## config.mk

```make
export PLATFORM = sky130hd
export DESIGN_NAME = ptw_axi_read_port
export DESIGN_NICKNAME = d
export VERILOG_FILES = /design/src/rtl/ptw_axi_read_port.sv
export SDC_FILE = /design/constraint.sdc
export NUM_CORES = 1
export LEC_CHECK = 0
export CAP_MARGIN = 10
export CELL_PAD_IN_SITES_DETAIL_PLACEMENT = 1
export CELL_PAD_IN_SITES_GLOBAL_PLACEMENT = 2
export CORE_MARGIN = 3
export CORE_UTILIZATION = 34
export CTS_CLUSTER_DIAMETER = 40
export DETAILED_ROUTE_END_ITERATION = 8
export GPL_TIMING_DRIVEN = 1
export PLACE_DENSITY = 0.9
export SYNTH_ARGS = -nofsm -noshare
export SYNTH_HDL_FRONTEND = slang
export SYNTH_SLANG_ARGS = --single-unit
export TNS_END_PERCENT = 50
```

## constraint.sdc

```tcl
create_clock -name CLK -period 4.8 [get_ports CLK]
set_input_delay 0.96 -clock CLK [delete_from_list [all_inputs] [get_ports CLK]]
set_output_delay 0.96 -clock CLK [all_outputs]
set_load 0.005 [all_outputs]
```

## src/rtl/ptw_axi_read_port.sv

```systemverilog
// Page-table-walk read port: arbitrates ITLB/DTLB PTE requests onto a single
// outstanding single-beat 64-bit AXI4 read and returns each PTE as a one-cycle pulse.
module ptw_axi_read_port #(
   parameter int ADDR_WIDTH = 64,
   parameter int DATA_WIDTH = 64,
   parameter int ID_WIDTH   = 1
) (
   input  logic                  CLK,
   input  logic                  RSTN,
   input  logic                  I_ADDR_VALID,
   input  logic [ADDR_WIDTH-1:0] I_ADDR,
   output logic                  I_DATA_VALID,
   output logic [DATA_WIDTH-1:0] I_DATA,
   output logic                  I_ACCESS_FAULT,
   input  logic                  D_ADDR_VALID,
   input  logic [ADDR_WIDTH-1:0] D_ADDR,
   output logic                  D_DATA_VALID,
   output logic [DATA_WIDTH-1:0] D_DATA,
   output logic                  D_ACCESS_FAULT,
   output logic                  PROTO_ERR,
   output logic                  M_ARVALID,
   input  logic                  M_ARREADY,
   output logic [ADDR_WIDTH-1:0] M_ARADDR,
   output logic [ID_WIDTH-1:0]   M_ARID,
   output logic [7:0]            M_ARLEN,
   output logic [2:0]            M_ARSIZE,
   output logic [1:0]            M_ARBURST,
   output logic [2:0]            M_ARPROT,
   input  logic                  M_RVALID,
   output logic                  M_RREADY,
   input  logic [DATA_WIDTH-1:0] M_RDATA,
   input  logic [1:0]            M_RRESP,
   input  logic [ID_WIDTH-1:0]   M_RID,
   input  logic                  M_RLAST
);

   localparam logic [ID_WIDTH-1:0] ID_I = '0;
   localparam logic [ID_WIDTH-1:0] ID_D = ID_WIDTH'(1);

   typedef enum logic [1:0] {S_IDLE = 2'd0, S_ADDR = 2'd1, S_DATA = 2'd2} state_t;

   state_t                r_state;
   logic                  r_i_pend, r_d_pend;
   logic [ADDR_WIDTH-1:0] r_i_addr, r_d_addr;
   logic                  r_last_i;
   logic                  r_arvalid, r_rready;
   logic [ADDR_WIDTH-1:0] r_araddr;
   logic [ID_WIDTH-1:0]   r_arid;
   logic                  r_i_dv, r_d_dv, r_i_flt, r_d_flt, r_perr;
   logic [DATA_WIDTH-1:0] r_i_data, r_d_data;

   logic                  w_busy, w_i_fly, w_d_fly;
   logic                  w_i_acc, w_d_acc, w_i_req, w_d_req;
   logic                  w_gnt_i, w_gnt_d, w_rerr;
   logic [ADDR_WIDTH-1:0] w_i_sel, w_d_sel;

   // The in-flight port is identified by the registered ARID while the FSM is busy.
   assign w_busy  = (r_state != S_IDLE);
   assign w_i_fly = w_busy && (r_arid == ID_I);
   assign w_d_fly = w_busy && (r_arid == ID_D);
   assign w_i_acc = I_ADDR_VALID && !r_i_pend && !w_i_fly;
   assign w_d_acc = D_ADDR_VALID && !r_d_pend && !w_d_fly;
   assign w_i_req = r_i_pend || w_i_acc;
   assign w_d_req = r_d_pend || w_d_acc;
   assign w_i_sel = r_i_pend ? r_i_addr : I_ADDR;
   assign w_d_sel = r_d_pend ? r_d_addr : D_ADDR;

   // Last-grant bit only moves on contended grants, so an uncontended grant
   // does not steal the other port's turn.
   assign w_gnt_d = !w_busy && w_d_req && (!w_i_req || r_last_i);
   assign w_gnt_i = !w_busy && w_i_req && !w_gnt_d;
   assign w_rerr  = (M_RRESP >= 2'b10) || (M_RID != r_arid) || !M_RLAST;

   always_ff @(posedge CLK or negedge RSTN) begin
      if (!RSTN) begin
         r_state   <= S_IDLE;
         r_i_pend  <= 1'b0;
         r_d_pend  <= 1'b0;
         r_i_addr  <= '0;
         r_d_addr  <= '0;
         r_last_i  <= 1'b0;
         r_arvalid <= 1'b0;
         r_rready  <= 1'b0;
         r_araddr  <= '0;
         r_arid    <= '0;
         r_i_dv    <= 1'b0;
         r_d_dv    <= 1'b0;
         r_i_flt   <= 1'b0;
         r_d_flt   <= 1'b0;
         r_i_data  <= '0;
         r_d_data  <= '0;
         r_perr    <= 1'b0;
      end else begin
         r_i_dv   <= 1'b0;
         r_d_dv   <= 1'b0;
         r_i_flt  <= 1'b0;
         r_d_flt  <= 1'b0;
         r_perr   <= (I_ADDR_VALID && !w_i_acc) || (D_ADDR_VALID && !w_d_acc);
         r_i_pend <= w_i_req && !w_gnt_i;
         r_d_pend <= w_d_req && !w_gnt_d;
         if (w_i_acc) r_i_addr <= I_ADDR;
         if (w_d_acc) r_d_addr <= D_ADDR;
         case (r_state)
            S_IDLE: begin
               if (w_gnt_i || w_gnt_d) begin
                  r_arvalid <= 1'b1;
                  r_araddr  <= w_gnt_d ? w_d_sel : w_i_sel;
                  r_arid    <= w_gnt_d ? ID_D : ID_I;
                  if (w_i_req && w_d_req) r_last_i <= w_gnt_i;
                  r_state   <= S_ADDR;
               end
            end
            S_ADDR: begin
               if (M_ARREADY) begin
                  r_arvalid <= 1'b0;
                  r_rready  <= 1'b1;
                  r_state   <= S_DATA;
               end
            end
            S_DATA: begin
               if (M_RVALID) begin
                  r_rready <= 1'b0;
                  if (r_arid == ID_D) begin
                     r_d_dv   <= 1'b1;
                     r_d_data <= M_RDATA;
                     r_d_flt  <= w_rerr;
                  end else begin
                     r_i_dv   <= 1'b1;
                     r_i_data <= M_RDATA;
                     r_i_flt  <= w_rerr;
                  end
                  r_state <= S_IDLE;
               end
            end
            default: r_state <= S_IDLE;
         endcase
      end
   end

   assign I_DATA_VALID   = r_i_dv;
   assign I_DATA         = r_i_data;
   assign I_ACCESS_FAULT = r_i_flt;
   assign D_DATA_VALID   = r_d_dv;
   assign D_DATA         = r_d_data;
   assign D_ACCESS_FAULT = r_d_flt;
   assign PROTO_ERR      = r_perr;
   assign M_ARVALID      = r_arvalid;
   assign M_ARADDR       = r_araddr;
   assign M_ARID         = r_arid;
   assign M_RREADY       = r_rready;
   assign M_ARLEN        = 8'd0;
   assign M_ARSIZE       = 3'd3;
   assign M_ARBURST      = 2'd1;
   assign M_ARPROT       = 3'b001;

endmodule

```

==> reports/summary.json <==
{
  "logic_synthesis": {
    "postSynthRegisterBits": 333,
    "syn_inst": 1121,
    "synthTopCellsByCount": "dfrtp_1, mux2_2, o21ai_0, o22ai_1, nor2b_1",
    "asyncSetResetFlopFracSynth": 1.00,
    "synth_top_flop_cell": "dfrtp_1",
    "yosysUniqueCellTypes": 33,
    "netlist_area_um2": 15000,
    "yosysSeqAreaShare": 0.556,
    "yosysWarningCount": 0,
    "synth_top_area_cell": "dfrtp_1",
    "synth.avg_cell_area_um2": 13.4,
    "synth_edf_count": 0,
    "synth_largest_type_area_fraction": 0.556,
    "synthMostInstantiatedCell": "dfrtp_1",
    "post_synth_main_area_contributors": "dfrtp_1, mux2_2, mux2i_1"
  },
  "global_route": {
    "grt_remaining_overflow": 0,
    "grt.total_usage": 0.204,
    "first_global_vias": 12292,
    "grt_pass1_wl_um": 74700,
    "grt_antenna_before_repair": 6,
    "grt_start_max_net_pins": 131
  },
  "cells_and_area": {
    "final_cells": 2153,
    "area.sequential_um2": 8340,
    "fin_area_um2": 21700,
    "area_growth_syn_to_layout_pct": 44.4,
    "final_layout_size_suffix_gt1_frac": 0.267,
    "multi_input_comb_area_um2": 6180,
    "final_nets": 1716,
    "number_of_filler_cells_placed_in_the_layout": 4367
  },
  "timing": {
    "rsz0062_at_grt": "no",
    "finalSetupTns_ns": 0,
    "finClkSkew_ns": 0.0208,
    "timing.fmax_mhz": 350,
    "layout_setup_ws_ns": 1.94,
    "period_minus_slack_ns": 2.86,
    "max_slew_margin": 0.260,
    "final_hold_viol_count": 0,
    "final_slew_viol_count": 0,
    "timing.hold.ws_ns": 0.427,
    "worstMarginPinSlew_ns": 1.11,
    "min_period_over_period": 0.595,
    "finalSetupViolCount": 0
  },
  "setup_path": {
    "timing.critical_path.max_delay_family": "flip-flops",
    "critical_path_top_delay_cell": "dfrtp_1",
    "launching_element_of_the_worst_setup_path": "M_ARID",
    "cell_by_cell_listing_of_the_critical_path": "clkdlybuf4s50_1",
    "kind_of_start_point_of_the_critical_path": "flop",
    "critical_path.reg2reg.startpoint": "r_i_pend",
    "critPathArrivalTime_ns": 1.90,
    "buffers_inverters_on_critical_path": 1,
    "cp_slowest_stage_delay_ns": 0.70,
    "cp.required_ns": 3.84,
    "crit_path_max_fanout": 9,
    "setup.worst_path.end_class": "output port",
    "worstSetupPathType": "flop to output port"
  },
  "placed_design": {
    "place_area_um2": 19500,
    "place.port_buffers": 400,
    "dpl.hpwl_um": 31200,
    "placement.setup.worst_slack_ns": 1.38,
    "gp_routability_congestion": 0.752,
    "placedCellCount": 2036
  },
  "run_status": {
    "status": "finished, final reports clean"
  },
  "pwr": {
    "leakage_uw": 0.00884,
    "p_sw_uw": 5190,
    "switching_share": 0.326,
    "share_comb_of_total_power": 0.399,
    "p_int_uw": 10700,
    "power_frac_seq": 0.320,
    "vdd_ir_drop_max_v": 0.000427,
    "power.density_cell_area_nw_per_um2": 736,
    "part_of_the_total_power_dissipated_in_the_clock_network": 0.280
  },
  "clocking": {
    "clkSlewWorstSetupHoldPaths_ns": 0.05,
    "cts_max_level": 2,
    "clockRootBuffer": "clkbuf_16",
    "cts.sink_count": 333,
    "insertion_delay_ns": 0.60,
    "cts_hold_repair.buffers": 0,
    "cts_inserted_buffers": 61,
    "post-cts-setup-buffers": 0,
    "postCtsResizedCells": 0,
    "cts_max_path_buffers": 3,
    "tritoncts_clock_tree": "built"
  },
  "routing": {
    "antenna_left": 0,
    "route.vias.total": 10802,
    "wl_um": 48500,
    "detail_route.iter0.violations": 355,
    "wire_length_per_cell_after_detailed_routing_um": 22.5,
    "post_drt_via_cell_ratio": 5.02,
    "detailed_routing_iterations_pass_1": 4,
    "drc": 0
  },
  "die": {
    "io-pin-count": 418,
    "die_area_um2": 46700,
    "die_x_um": 216,
    "core-area_um2": 43400,
    "placementRows": 76,
    "start_util": 0.346,
    "die_h_um": 216
  },
  "job": {
    "timing.max_cap.violations": 0
  },
  "worst_hold_path": {
    "worst_hold_check_path_type": "input pin to asynchronous set/reset pin"
  }
}
path summary, 6_finish.rpt:
check | to | slack [ns] | cells after the start
setup / recovery | M_ARID | 1.94 | 1
hold / removal | r_i_addr[41] | 0.43 | 1
setup reg to reg | r_i_addr[55] | 2.22 | 5
hold reg to reg | r_d_addr[7] | 0.48 | 1
max in group asynchronous | r_d_addr[7] | 3.27 | 2
min in group CLK | r_d_addr[7] | 0.48 | 1
cells in the final DEF (no fill, tap or decap), types with 3 or more instances in the layout:
master and instances:
nor2_4 3, buf_4 11, clkinvlp_4 4, conb_1 16, dfrtp_1 331, clkbuf_1 8
clkinv_4 4, nor2b_1 65, mux2i_1 64, clkbuf_8 12, inv_1 5, inv_6 4
buf_12 7, a211oi_1 64, o21ai_0 67, o22ai_1 66, mux2_1 38, bufinv_16 8
nor2_1 7, clkbuf_16 61, mux2_2 282, nand2_1 5, clkinv_2 12, clkdlybuf4s50_1 399
flip-flops by register name, indices dropped and copies added, names as in the netlist:
name	flops
D_DATA	64
I_DATA	64
M_ARADDR	64
r_d_addr	64
r_i_addr	64
r_state	2
D_ACCESS_FAULT	1
D_DATA_VALID	1
I_ACCESS_FAULT	1
I_DATA_VALID	1
M_ARID	1
M_ARVALID	1
M_RREADY	1
PROTO_ERR	1
r_d_pend	1
r_i_pend	1
r_last_i	1
final cells by class:
type,count,area share
inverter,5,0.000867
timing repair buffer,418,0.195
sequential,333,0.385
tap,585,0.0338
multi-input combinational,695,0.285
antenna,2,0.000231
clock inverter,34,0.0199
clock buffer,81,0.0795
power by group through the flow:
stage               registers (µW)  clock network, µW  logic (µW)
floorplan                     4890                  0        3540
global placement              4980                  0        6150
detailed placement            5090                  0        6370
CTS                           5110               4570        6460
global route                  5280               4720        6890
finish                        5110               4470        6360
cells by family after synthesis:
family	Yosys count	synth area share
AO/OA/AOI/OAI	207	0.0871
AND/OR/NAND/NOR	86	0.0336
other	2	0.000501
multiplexers	384	0.283
XOR/XNOR	2	0.00117
buffers and inverters	107	0.0392
flip-flops	333	0.556
per-layer routing:
| layer | up-vias | global-route usage | share of wire |
|---|---|---|---|
| met5 | - | 0 | 0.00027 |
| met3 | 77 | 0.0773 | 0.084 |
| met1 | 5506 | 0.237 | 0.40 |
| met2 | 352 | 0.353 | 0.50 |
| met4 | 2 | 0.0595 | 0.024 |
| li1 | 4865 | - | - |
stage by stage:
step,utilization,power (µW)
finish,0.500,15900
global route,0.499,16900
CTS,0.499,16100
detailed placement,0.450,11500
global placement,0.450,11100
floorplan,-,8430
No activity file was read; power rests on OpenSTA's default activity.
